--- src/rtl/mem_port_arbiter_pkg.sv ---
// rtl/mem_port_arbiter_pkg.sv - shared constants for the fetch/data memory port arbiter
package mem_port_arbiter_pkg;

  localparam int ADDR_W_DEF = 32;
  localparam int DATA_W_DEF = 32;

  localparam logic [1:0] ST_IDLE    = 2'd0;
  localparam logic [1:0] ST_IF_BUSY = 2'd1;
  localparam logic [1:0] ST_DM_BUSY = 2'd2;
  localparam logic [1:0] ST_DONE    = 2'd3;

  localparam logic PORT_IF = 1'b0;
  localparam logic PORT_DM = 1'b1;

  function automatic logic [3:0] sat_inc4(input logic [3:0] v);
    return (v == 4'hF) ? v : v + 4'd1;
  endfunction

endpackage

--- src/rtl/arb_watchdog.sv ---
// rtl/arb_watchdog.sv - 8-bit watchdog counter with enable, clear and terminal count
module arb_watchdog #(
  parameter logic [7:0] LIMIT = 8'd255
) (
  input  logic clk,
  input  logic rst_n,
  input  logic en,
  input  logic clr,
  output logic tc
);

  logic [7:0] cnt;

  // Fires in the cycle whose increment would bring the count to LIMIT.
  assign tc = en && (cnt == LIMIT - 8'd1);

  always_ff @(posedge clk or negedge rst_n) begin
    if (!rst_n) begin
      cnt <= '0;
    end else if (clr) begin
      cnt <= '0;
    end else if (en) begin
      cnt <= cnt + 8'd1;
    end
  end

endmodule

--- src/rtl/mem_port_arbiter.sv ---
// rtl/mem_port_arbiter.sv - serialises IF and MEM stage accesses onto one variable-latency memory
module mem_port_arbiter
  import mem_port_arbiter_pkg::*;
#(
  parameter int ADDR_W       = ADDR_W_DEF,
  parameter int DATA_W       = DATA_W_DEF,
  parameter int STARVE_LIMIT = 4,
  parameter int TIMEOUT      = 255
) (
  input  logic              clk,
  input  logic              rst_n,
  input  logic              if_req,
  input  logic [ADDR_W-1:0] if_addr,
  output logic              if_stall,
  output logic              if_done,
  output logic [DATA_W-1:0] if_rdata,
  input  logic              dm_req,
  input  logic              dm_we,
  input  logic [ADDR_W-1:0] dm_addr,
  input  logic [DATA_W-1:0] dm_wdata,
  output logic              dm_stall,
  output logic              dm_done,
  output logic [DATA_W-1:0] dm_rdata,
  output logic              mem_req,
  output logic              mem_we,
  output logic [ADDR_W-1:0] mem_addr,
  output logic [DATA_W-1:0] mem_wdata,
  input  logic              mem_ready,
  input  logic [DATA_W-1:0] mem_rdata,
  output logic              err_timeout
);

  localparam logic [3:0] STARVE_LIM = 4'(STARVE_LIMIT);

  logic [1:0] state;
  logic       owner;
  logic [3:0] starve_cnt;
  logic       busy;
  logic       wd_tc;
  logic       dm_wins;

  assign if_stall = if_req && !if_done;
  assign dm_stall = dm_req && !dm_done;
  assign busy     = (state == ST_IF_BUSY) || (state == ST_DM_BUSY);
  assign dm_wins  = dm_req && (!if_req || (starve_cnt < STARVE_LIM));

  arb_watchdog #(
    .LIMIT(8'(TIMEOUT))
  ) u_watchdog (
    .clk  (clk),
    .rst_n(rst_n),
    .en   (busy),
    .clr  (!busy || mem_ready),
    .tc   (wd_tc)
  );

  always_ff @(posedge clk or negedge rst_n) begin
    if (!rst_n) begin
      state       <= ST_IDLE;
      owner       <= PORT_IF;
      starve_cnt  <= '0;
      mem_req     <= 1'b0;
      mem_we      <= 1'b0;
      mem_addr    <= '0;
      mem_wdata   <= '0;
      if_done     <= 1'b0;
      dm_done     <= 1'b0;
      if_rdata    <= '0;
      dm_rdata    <= '0;
      err_timeout <= 1'b0;
    end else begin
      if_done <= 1'b0;
      dm_done <= 1'b0;
      case (state)
        ST_IDLE: begin
          if (dm_wins) begin
            state      <= ST_DM_BUSY;
            owner      <= PORT_DM;
            mem_req    <= 1'b1;
            mem_we     <= dm_we;
            mem_addr   <= dm_addr;
            mem_wdata  <= dm_wdata;
            starve_cnt <= if_req ? sat_inc4(starve_cnt) : 4'd0;
          end else if (if_req) begin
            state      <= ST_IF_BUSY;
            owner      <= PORT_IF;
            mem_req    <= 1'b1;
            mem_we     <= 1'b0;
            mem_addr   <= if_addr;
            starve_cnt <= 4'd0;
          end
        end
        ST_IF_BUSY, ST_DM_BUSY: begin
          // mem_ready wins over a watchdog expiry landing in the same cycle.
          if (mem_ready || wd_tc) begin
            state   <= ST_DONE;
            mem_req <= 1'b0;
            mem_we  <= 1'b0;
            if (!mem_ready) begin
              err_timeout <= 1'b1;
            end
            if (owner == PORT_IF) begin
              if_rdata <= mem_ready ? mem_rdata : '0;
              if_done  <= 1'b1;
            end else begin
              if (!mem_we) begin
                dm_rdata <= mem_ready ? mem_rdata : '0;
              end
              dm_done <= 1'b1;
            end
          end
        end
        default: begin
          state <= ST_IDLE;
        end
      endcase
    end
  end

endmodule

--- config.mk ---
export PLATFORM = sky130hd
export DESIGN_NAME = mem_port_arbiter
export DESIGN_NICKNAME = d
export VERILOG_FILES = /design/src/rtl/mem_port_arbiter_pkg.sv /design/src/rtl/arb_watchdog.sv /design/src/rtl/mem_port_arbiter.sv
export SDC_FILE = /design/constraint.sdc
export NUM_CORES = 1
export LEC_CHECK = 0
export CAP_MARGIN = 30
export CORE_ASPECT_RATIO = 0.9
export CORE_UTILIZATION = 25
export CTS_CLUSTER_SIZE = 40
export DETAILED_ROUTE_END_ITERATION = 16
export HOLD_SLACK_MARGIN = 0.12
export PLACE_DENSITY_LB_ADDON = 0.08
export SYNTH_ARGS = -nofsm -noshare
export SYNTH_HDL_FRONTEND = slang
export SYNTH_SLANG_ARGS = --single-unit
--- constraint.sdc ---
create_clock -name clk -period 3.5 [get_ports clk]
set_clock_uncertainty 0.1 [all_clocks]
set_input_delay 0.7 -clock clk [delete_from_list [all_inputs] [get_ports clk]]
set_output_delay 0.7 -clock clk [all_outputs]
set_load 0.1 [all_outputs]
==> flow_summary.yaml <==
clock_network:
  cts_post_setup_buffers_inserted: 0
  cts-buffers-inserted: 17
  tritoncts: "yes"
  cts_hold_buf: 0
  clk_pin_slew_ns: 0.06
  clock_sink_count: 148
  clock-root-buffer: "clkbuf_16"
  cts.htree.levels: 4
  cts_max_path_buffers: 2
  clkLatencyLatePin_ns: 0.41
  cts-resized-gates: 0
setup_path:
  number_of_cell_instances_on_the_worst_register_to_register_path: 6
  ff2ff_setup_slack_ns: 1.30
  worst_setup_path_start_kind: "input port"
  worst-endpoint-required_ns: 2.70
  crit-reg2reg-capture: "dm_rdata[19]"
  critical_path.endpoint_type: "output pin"
  r2r-start: "owner"
  critPathKind: "input port to output pin"
  cp_data_arrival_time_ns: 1.93
  first_element_of_the_critical_path: "if_req"
  timing.critical_path.fanout_max: 8
  setup.worst_path.end: "if_stall"
drt:
  violation_count_after_the_first_detailed_route_iteration: 173
  met2_length_mm: 9.05
  route.antenna.remaining_nets: 0
  detail_route.first_pass.iterations: 6
  wl_met1_mm: 7.73
  avgViaCountPerCell: 4.60
  met3RoutedLength_mm: 1.30
  post_drt_wl_per_cell_um: 17.7
  wirelength_mm: 18.2
  top_signal_layer_used: "met4"
  drc_errors: 0
  vias: 4744
synthesis:
  synth_enable_flop_cells: 0
  syn_avg_cell_area_sq_um: 13.6
  synth.ff_latch_count: 148
  yosysWarnings: 0
  syn_inst: 451
  number_of_nets_produced_by_synthesis: 590
  synthArstFlopShare_pct: 100
  synth_area_sq_um: 6160
  ys.flop_type: "dfrtp_1"
  synth-seq-area-share_pct: 60.2
  synth_cell_types: 40
layout:
  drive_gt1_share_pct: 27.0
  finalNetCount: 849
  most-common-layout-cells: "clkdlybuf4s50_1 (159), dfrtp_1 (148), buf_4 (110), a32o_1 (66)"
  final_common_cell: "clkdlybuf4s50_1"
  num_antenna_cells: 0
  area_occupied_by_multi_input_gates_sq_um: 2180
  area.growth.synth_to_final_pct: 54.2
  seq_area_sq_um: 3700
  fill_cells: 2352
run:
  drv.max_cap_violation_count: 0
timing:
  report.final.hold_viol_count: 0
  unrepaired_setup_endpoints_after_global_routing: "no"
  timing.final.setup_violations: 0
  timing.final.max_slew_violations: 0
  max_clock_freq_mhz: 366
  setup_tns_ns: 0
  timing.slew.headroom_pct: 34.2
  finalWorstPathRequiredPeriod_ns: 2.73
  worst_pin_slew_ns: 0.983
  period_share_pct: 78.1
floorplanning:
  initial_core_util_pct: 25.5
  floorplan.die_area_sq_um: 25300
  rows: 54
  die-width_um: 167
  io-pin-count: 269
  core-area_sq_um: 24200
  die_height_um: 151
global_routing:
  grt_antenna_before_repair: 0
  first_global_vias: 4913
  grt_pass1_wl_mm: 28.1
  grt_start_max_net_pins: 71
  grtUsageTotal_pct: 14.6
  grt_overflow_total: 0
placement:
  gp_routability_congestion: 0.698
  dp.final_hpwl_mm: 12.5
  buffer_ports.inserted: 268
run_status:
  run_status: "complete, no violations"
hold_path:
  holdCritPathClass: "input port to async pin"
## registers in the layout, summed over array words and instances (netlist names)
register	cells
dm_rdata	32
if_rdata	32
mem_addr	32
mem_wdata	32
u_watchdog.cnt	8
starve_cnt	4
state	2
dm_done	1
err_timeout	1
if_done	1
mem_req	1
mem_we	1
owner	1
## worst max-delay path: stages
cell,delay [ns]
clkdlybuf4s50_1,0.70
inv_1,0.11
nor2_1,0.20
buf_12,0.20
## layer usage
layer / global-route usage [%] / vias to the layer above
met3: 4.57 / 10
met5: 0 / -
met4: 4.40 / 0
li1: - / 2190
met1: 17.7 / 2382
met2: 24.9 / 162
## cell usage after synthesis, types with 2 or more instances
cell | number | area share, %
dfrtp_1 | 148 | 60
a32o_1 | 66 | 11
nand2_1 | 37 | 2.3
o21ai_0 | 37 | 3.0
mux2i_1 | 33 | 5.4
mux2_4 | 25 | 6.1
nor2_1 | 11 | 0.67
buf_6 | 10 | 1.8
clkbuf_1 | 10 | 0.61
buf_2 | 9 | 0.73
buf_4 | 7 | 0.85
inv_1 | 7 | 0.43
mux2_2 | 7 | 1.3
ha_1 | 5 | 1.0
xor2_1 | 5 | 0.71
nand3_1 | 4 | 0.33
a21oi_1 | 3 | 0.24
and2_1 | 2 | 0.20
nor2b_1 | 2 | 0.20
o211ai_4 | 2 | 0.69
o2bb2ai_1 | 2 | 0.28
## final cells by class
type / count / area share, %
sequential: 148 / 39.0
clock inverter: 14 / 1.85
timing repair buffer: 277 / 27.1
multi-input combinational: 258 / 23.0
tap: 308 / 4.06
inverter: 8 / 0.316
clock buffer: 18 / 4.63
## worst min path at each step
stage	startpoint	depth (start not counted)	endpoint	slack, ns
after CTS	rst_n	1	if_rdata[29]	0.18
after floorplan	rst_n	0	dm_done	0.30
after global routing	rst_n	1	if_rdata[29]	0.20
after detailed placement	err_timeout	2	err_timeout	0.36
after global placement	mem_addr[8]	2	mem_addr[8]	0.36
final	rst_n	1	if_rdata[29]	0.16
## kinds of logic after synthesis
family,synth area share (%)
adder cells (fa/ha/maj),1.02
AO/OA/AOI/OAI,15.7
XOR/XNOR,0.854
flip-flops,60.2
multiplexers,12.7
buffers and inverters,4.59
AND/OR/NAND/NOR,4.94
## per-stage QoR
| stage | hold slack, ns | instances | worst slack, ns | util [%] | instance area, sq um |
|---|---|---|---|---|---|
| after detailed placement | 0.362 | 999 | 0.710 | 36.7 | 8880 |
| after CTS | 0.182 | 1031 | 0.757 | 39.2 | 9490 |
| after floorplan | 0.304 | 451 | 0.489 | - | 6160 |
| final | 0.163 | 1031 | 0.766 | 39.2 | 9490 |
| after global placement | 0.363 | 998 | 0.780 | 36.6 | 8850 |
| after global routing | 0.200 | 1031 | 0.643 | 39.2 | 9490 |
Power is not shown: default switching activity piles up to over one toggle a cycle in this logic, so the estimate is an artifact.
